===== src/rtl/systolic_ctrl.sv =====
// Sequencing controller for an N x N systolic MAC array: clear, skewed operand feed, flush, result hand-out.
// Optional cycle counter output when SYSTOLIC_CTRL_PERF_EN is defined.
module systolic_ctrl #(
    parameter int N        = 4,
    parameter int KW       = 8,
    parameter int PIPE_LAT = 1
) (
    input  logic              clk,
    input  logic              rst_n,
    input  logic              start,
    input  logic [KW-1:0]     k_len,
    input  logic              abort,
    output logic              busy,
    output logic              done,
    output logic              macc_clear,
    output logic [N-1:0]      a_rd_en,
    output logic [N*KW-1:0]   a_rd_addr,
    output logic [N-1:0]      b_rd_en,
    output logic [N*KW-1:0]   b_rd_addr,
    output logic [$clog2(N)-1:0] res_row,
    output logic              res_valid,
    input  logic              res_ready
`ifdef SYSTOLIC_CTRL_PERF_EN
    ,
    output logic [31:0]       cycle_count
`endif
);

    localparam int RW = $clog2(N);
    localparam int TW = KW + $clog2(2 * N);
    localparam int FW = (PIPE_LAT > 1) ? $clog2(PIPE_LAT) : 1;

    typedef enum logic [2:0] {
        IDLE,
        CLEAR,
        FEED,
        FLUSH,
        OUT
    } state_t;

    state_t         state_q;
    state_t         state_d;
    logic [KW-1:0]  k_q;
    logic [TW-1:0]  t_q;
    logic [FW-1:0]  f_q;
    logic [RW-1:0]  r_q;
    logic           done_q;

    logic [TW-1:0]  k_ext;
    logic [TW-1:0]  feed_len;
    logic           t_last;
    logic           start_ok;
    logic           handshake;
    logic           last_beat;

    // Feed length includes 2(N-1) extra cycles so the skew drains through the array.
    assign k_ext     = {{(TW-KW){1'b0}}, k_q};
    assign feed_len  = k_ext + TW'(2 * (N - 1));
    assign t_last    = (t_q == feed_len - TW'(1));
    assign start_ok  = (state_q == IDLE) && start && !abort;
    assign handshake = (state_q == OUT) && res_ready;
    assign last_beat = handshake && (r_q == RW'(N - 1));

    always_ff @(posedge clk or negedge rst_n) begin
        if (!rst_n) begin
            state_q <= IDLE;
        end else begin
            state_q <= state_d;
        end
    end

    always_comb begin
        state_d = state_q;
        if (state_q != IDLE && abort) begin
            state_d = IDLE;
        end else begin
            case (state_q)
                IDLE:    if (start_ok) state_d = CLEAR;
                CLEAR:   state_d = (k_q == '0) ? OUT : FEED;
                FEED:    if (t_last) state_d = FLUSH;
                FLUSH:   if (f_q == FW'(PIPE_LAT - 1)) state_d = OUT;
                OUT:     if (last_beat) state_d = IDLE;
                default: state_d = IDLE;
            endcase
        end
    end

    always_ff @(posedge clk or negedge rst_n) begin
        if (!rst_n) begin
            k_q    <= '0;
            t_q    <= '0;
            f_q    <= '0;
            r_q    <= '0;
            done_q <= 1'b0;
        end else begin
            if (start_ok) k_q <= k_len;
            t_q <= (state_q == FEED && state_d == FEED) ? t_q + TW'(1) : '0;
            f_q <= (state_q == FLUSH && state_d == FLUSH) ? f_q + FW'(1) : '0;
            if (state_d != OUT) begin
                r_q <= '0;
            end else if (handshake) begin
                r_q <= r_q + RW'(1);
            end
            done_q <= last_beat && !abort;
        end
    end

    assign busy       = (state_q != IDLE);
    assign done       = done_q;
    assign macc_clear = (state_q == CLEAR);
    assign res_valid  = (state_q == OUT);
    assign res_row    = r_q;

    // Row i sees term k = t - i, giving the diagonal wavefront the array expects.
    always_comb begin
        a_rd_en   = '0;
        a_rd_addr = '0;
        for (int i = 0; i < N; i++) begin
            if (state_q == FEED && t_q >= TW'(i) && t_q < TW'(i) + k_ext) begin
                a_rd_en[i]            = 1'b1;
                a_rd_addr[i*KW +: KW] = KW'(t_q - TW'(i));
            end
        end
    end

    assign b_rd_en   = a_rd_en;
    assign b_rd_addr = a_rd_addr;

`ifdef SYSTOLIC_CTRL_PERF_EN
    always_ff @(posedge clk or negedge rst_n) begin
        if (!rst_n) begin
            cycle_count <= '0;
        end else if (start_ok) begin
            cycle_count <= '0;
        end else if (busy && cycle_count != 32'hFFFF_FFFF) begin
            cycle_count <= cycle_count + 32'd1;
        end
    end
`endif

endmodule


===== config.mk =====
export PLATFORM = sky130hd
export DESIGN_NAME = systolic_ctrl
export DESIGN_NICKNAME = d
export VERILOG_FILES = /design/src/rtl/systolic_ctrl.sv
export SDC_FILE = /design/constraint.sdc
export NUM_CORES = 1
export LEC_CHECK = 0
export BUFFER_PORTS_ARGS = -buffer_cell sky130_fd_sc_hd__buf_2
export CORE_ASPECT_RATIO = 1.75
export CORE_MARGIN = 2
export CORE_UTILIZATION = 40
export CTS_BUF_LIST = sky130_fd_sc_hd__clkbuf_8
export DETAILED_ROUTE_END_ITERATION = 16
export GPL_TIMING_DRIVEN = 0
export PLACE_DENSITY = 0.69
export SLEW_MARGIN = 20
export SYNTH_ARGS = -nofsm -noshare
export SYNTH_HDL_FRONTEND = slang
export SYNTH_SLANG_ARGS = --single-unit

===== constraint.sdc =====
create_clock -name clk -period 10.15 [get_ports clk]
set_input_delay 1.015 -clock clk [delete_from_list [all_inputs] [get_ports clk]]
set_output_delay 1.015 -clock clk [all_outputs]
set_load 0.01 [all_outputs]

# After elaboration in Yosys (flattened, before gate mapping)
# Index checks and enable logic that the tools add are counted.
[classes] add_sub_neg=11 magnitude_cmp=8 n_eq_ne=9 n_mux=19 n_reduce_logical=21
[ops] cell="$lt 11x9->1" count=3
[ops] cell="$mux 8" count=4
[ops] cell="$ge 11x1->1 const B" count=2
[ops] cell="$ge 11x2->1 const B" count=2
[ops] cell="$add 2x8->9 const A" count=2
[ops] cell="$mux 3" count=6
[ops] cell="$logic_and 1x1->1" count=16
[ops] cell="$sub 8x2->8 const B" count=2
[ops] cell="$pmux 3 s5" count=1
[ops] cell="$eq 3x2->1 const B" count=4
[ops] cell="$add 11x1->11 const B" count=1
[ops] cell="$eq 11x11->1" count=1
[ops] cell="$lt 11x8->1" count=1
[ops] cell="$mux 11" count=1
[ops] cell="$sub 9x1->10 const B" count=1
[ops] cell="$add 1x8->9 const A" count=1
[ops] cell="$add 8x3->9 const B" count=1
[ops] cell="$logic_not 8->1" count=1
[ops] cell="$sub 8x1->8 const B" count=1
[ops] cell="$mux 1" count=5
[ops] cell="$mux 2" count=2
[ops] cell="$eq 3x1->1 const B" count=1
[ops] cell="$eq 3x3->1 const B" count=1
[ops] cell="$logic_not 3->1" count=1
[ops] cell="7 further kinds" count=7
[totals] ff_bits=26 in_bits=13 out_inout_bits=78

# Logic depth before layout (Yosys ltp)
[depth] word_depth=9 depth_mapped=12

# Worst setup path after synthesis
# No wires, ideal clock.
[synth_path] path_kind="reg2out" start="register k_q[2]" end="output port b_rd_en[3]" arrival_time_ns=3.160 required_time_ns=9.135 path_slack_ns=5.975 path_stages_with_launch=12 path_buffers=2 cell_sequence="dfrtp_1 clkbuf_1 inv_1 nor3_1 nand3_1 xnor2_1 ha_1 a21o_1 a21o_1 a2111oi_2 nor2b_1 buf_4"
[synth_via] elab_chain_cells=4
[synth_rtl] element="from (decl)" line="43" rtl="logic [KW-1:0] k_q;"
[synth_rtl] element="from (signal assigned)" line="96" rtl="if (start_ok) k_q <= k_len;"
[synth_rtl] element="$add 2x8->9" line="119" rtl="if (state_q == FEED && t_q >= TW'(i) && t_q < TW'(i) + k_ext) begin"
[synth_rtl] element="$lt 11x9->1" line="119"
[synth_rtl] element="$logic_and 1x1->1" line="119"
[synth_rtl] element="$mux 1" line="119"
[synth_rtl] element="to (decl)" line="18" rtl="output logic [N-1:0] b_rd_en,"
# Every way passes these cells.

# Final worst setup path
[layout_path] start="register k_q[2]" end="output port b_rd_addr[30]"
[layout_via] elab_chain_cells=4
[layout_rtl] element="$add 2x8->9" line="119"
[layout_rtl] element="$lt 11x9->1" line="119"
[layout_rtl] element="$logic_and 1x1->1" line="119"
[layout_rtl] element="$mux 8" line="119"
[layout_rtl] element="to (decl)" line="19" rtl="output logic [N*KW-1:0] b_rd_addr,"
# Every way passes these cells.

==> summary.md <==
| Metric | Value |
|---|---|
| Status | finished, final reports clean |
| Flops & latches, synth | 26 |
| Largest net degree at the start of global routing | 27 |
| Post-route ant nets | 0 |
| Post-synthesis sequential area ratio | 19.4% |
| Crit-path cells | clkbuf_1, inv_1, nor3_1, nand3_1, xnor2_1, ha_1, a21o_1, a21o_1, a2111oi_2, nand2_1, nor2_1, buf_4, buf_2 |
| Max Clock Skew | 7.58 ps |
| Clock root cell | clkbuf_8 |
| Clk slew on worst S/H paths | 100 ps |
| CP most frequent cell | a21o_1 |
| Tot GR Track Use | 20.7% |
| Sum Neg Setup Slack | 0 ps |
| First drt pass iteration count | 4 |
| Min Hold Slack | 571 ps |
| Worst hold path depth | 2 |
| CTS sink count | 26 |
| CP Data Required Time | 9140 ps |
| Routability cong. | 0.957 |
| Die width | 73.1 µm |
| Crit path max-delay family | compound AO/OA/AOI/OAI gates |
| Rel. slew slack | 29.0% |
| Worst slew pin tran | 1070 ps |
| Tightest Hold Check Type | reg2reg |
| Final hold violation count | 0 |
| Remaining Overflow, GRT | 0 |
| Synth Instances | 432 |
| Worst-case vdd ir drop | 86.7 µV |
| Post-Place Setup Slack | 5360 ps |
| Commonest cells in the synthesized netlist | nor2_1 (54), nand2_1 (50), ha_1 (47) |
| Syn Area/Cell | 7.74 µm² |
| Leak | 2.18 nW |
| Drt wl/cell | 14.9 µm |
| Design Area, Final | 3980 µm² |
| Resized cells post-CTS | 0 |
| Worst Setup End Kind | output port |
| CTS tree | yes |
| Critical path fanouts, max | 10 |
| CTS Buf Count | 3 |
| # setup viols final | 0 |
| DRC Markers | 0 |
| Startpoint types | flop |
| Skew-Pair Late Insertion Delay | 280 ps |
| Top FF cell, synth | dfrtp_1 |
| Bufs and invs on worst path | 4 |
| Number of post-CTS setup repair buffers | 0 |
| DRT Wirelength | 9190 µm |
| Cell area after synthesis | 3350 µm² |
| Fillers | 818 |
| H-tree levels | 1 |
| First-pass GRT wire length | 15000 µm |
| Slowest cell on crit path | a2111oi_2 |
| Layout Nets | 587 |
| FP Rows | 44 |
| # Max-Cap Violations | 0 |
| Tmin final | 5060 ps |
| Period utilisation layout | 49.8% |
| I/O Buffers | 90 |
| Area post-placement | 3910 µm² |
| Slew Limit Fails | 0 |
| R2r worst-path depth | 7 |
| CORE AREA | 8200 µm² |
| Peak Freq | 198 MHz |
| Power density cells | 144 nW/µm² |
| Most common cell in the netlist | nor2_1 |
| Crit path kind | reg2out |
| Synth area leader | dfrtp_1 |
| Total number of yosys warnings | 0 |
| Post-CTS Hold Fix Bufs | 0 |
| Via/cell ratio | 5.27 |
| Setup ws final | 5090 ps |
| I/O pin count | 91 |
| Syn nets | 492 |
| Worst Path Arrival | 4040 ps |
| Via count | 3255 |
| Area contributors post-synth | dfrtp_1 (19%), ha_1 (18%), xnor2_1 (8.4%), buf_4 (8.1%), nor2_1 (6.1%) |
| Starting DRT DRC Count | 166 |
| CTS Buffer Depth | 2 |
| Antenna fix cells | 0 |
| Share of the synthesized area in the top cell type | 19.4% |
| Post-DP HPWL | 7570 µm |
| Vias in the first global route | 3200 |
| Crit path largest cell delay | 890 ps |
| Initial core utilization | 40.8% |
| R2r setup slk | 7260 ps |
| Yosys cell types | 46 |
| Area growth, synth to finish | 19.0% |
| Asr flop ratio synth | 100% |
| Die Span Y | 125 µm |
| EDFF count, synth | 0 |
| Share of cells above drive strength 1 | 26.2% |
| Die area | 9140 µm² |
| WP depth | 13 |
| RSZ-0062 raised after global routing | false |
| Initial antenna violation count | 0 |
cells in the final DEF (no fill, tap or decap), types with 2 or more instances in the layout:
master,count
nor3b_1,2
or4_1,3
clkbuf_8,3
nand2b_1,2
buf_1,2
nor3_1,17
clkbuf_1,15
inv_1,19
nor2b_1,6
xor2_1,18
nand3_1,11
o21a_1,6
a21o_1,7
or3_1,5
nand2_1,50
and3_1,3
ha_1,47
buf_4,36
o211ai_1,2
buf_2,90
nor2_1,54
nor4_1,5
a21oi_1,12
nand4_1,6
and4_1,5
dfrtp_1,26
xnor2_1,32
a2111oi_2,2
o21ai_0,20
per-stage QoR:
| stage | instances | util, % | total power (W) |
|---|---|---|---|
| floorplan | 432 | - | 0.000396 |
| global placement | 614 | 47.7 | 0.000477 |
| detailed placement | 614 | 47.7 | 0.000486 |
| CTS | 618 | 48.6 | 0.000577 |
| global route | 618 | 48.6 | 0.000629 |
| finish | 618 | 48.6 | 0.000573 |
flip-flops by register name, indices dropped and copies added, names as in the netlist:
| name | flops |
|---|---|
| state_q | 3 |
| t_q | 11 |
| f_q | 1 |
| done | 1 |
| k_q | 8 |
| res_row | 2 |
power breakdown:
part,switching (W),internal [W]
Combinational,0.000210,0.000138
Clock,0.0000354,0.0000529
Sequential,0.0000155,0.000121
worst reg2reg max path: stages, from the launching register on:
cell	delay (ps)
dfrtp_1	380
clkbuf_1	370
inv_1	310
ha_1	360
nand2_1	110
or4_4	530
o41ai_4	590
nor2_1	110
metal layers:
metal	track usage, %	vias to the layer above	part of all wire [%]
li1	-	1615	-
met1	21.3	1466	37
met2	37.9	136	52
met3	1.29	38	5.1
met4	14.2	0	6.7
met5	0	-	0
kinds of logic after synthesis:
| family | count (synthesis) | synth area share (%) |
|---|---|---|
| flops | 26 | 19.4 |
| simple gates | 176 | 25.3 |
| xor+xnor | 50 | 13.1 |
| buf+inv | 74 | 12.6 |
| fa+ha+maj | 48 | 17.9 |
| other cells | 1 | 0.112 |
| compound gates | 56 | 11.3 |
| mux | 1 | 0.299 |
final timing paths:
kind | from | end
max in group asynchronous | rst_n | k_q[0]
setup reg to reg | t_q[0] | t_q[4]
setup / recovery | k_q[2] | b_rd_addr[30]
hold / removal | res_row[1] | res_row[1]
min in group asynchronous | rst_n | t_q[4]
hold reg to reg | res_row[1] | res_row[1]
layout make-up:
cell class	count	area, µm²	area share [%]
Sequential cell	26	651	16.3
Inverter	19	71.3	1.79
Timing Repair Buffer	90	450	11.3
Tap cell	92	115	2.89
Clock inverter	1	30.0	0.754
Clock buffer	3	41.3	1.04
Buffer	55	350	8.80
Multi-Input combinational cell	332	2270	57.1
Power figures use the tool's default switching activity.
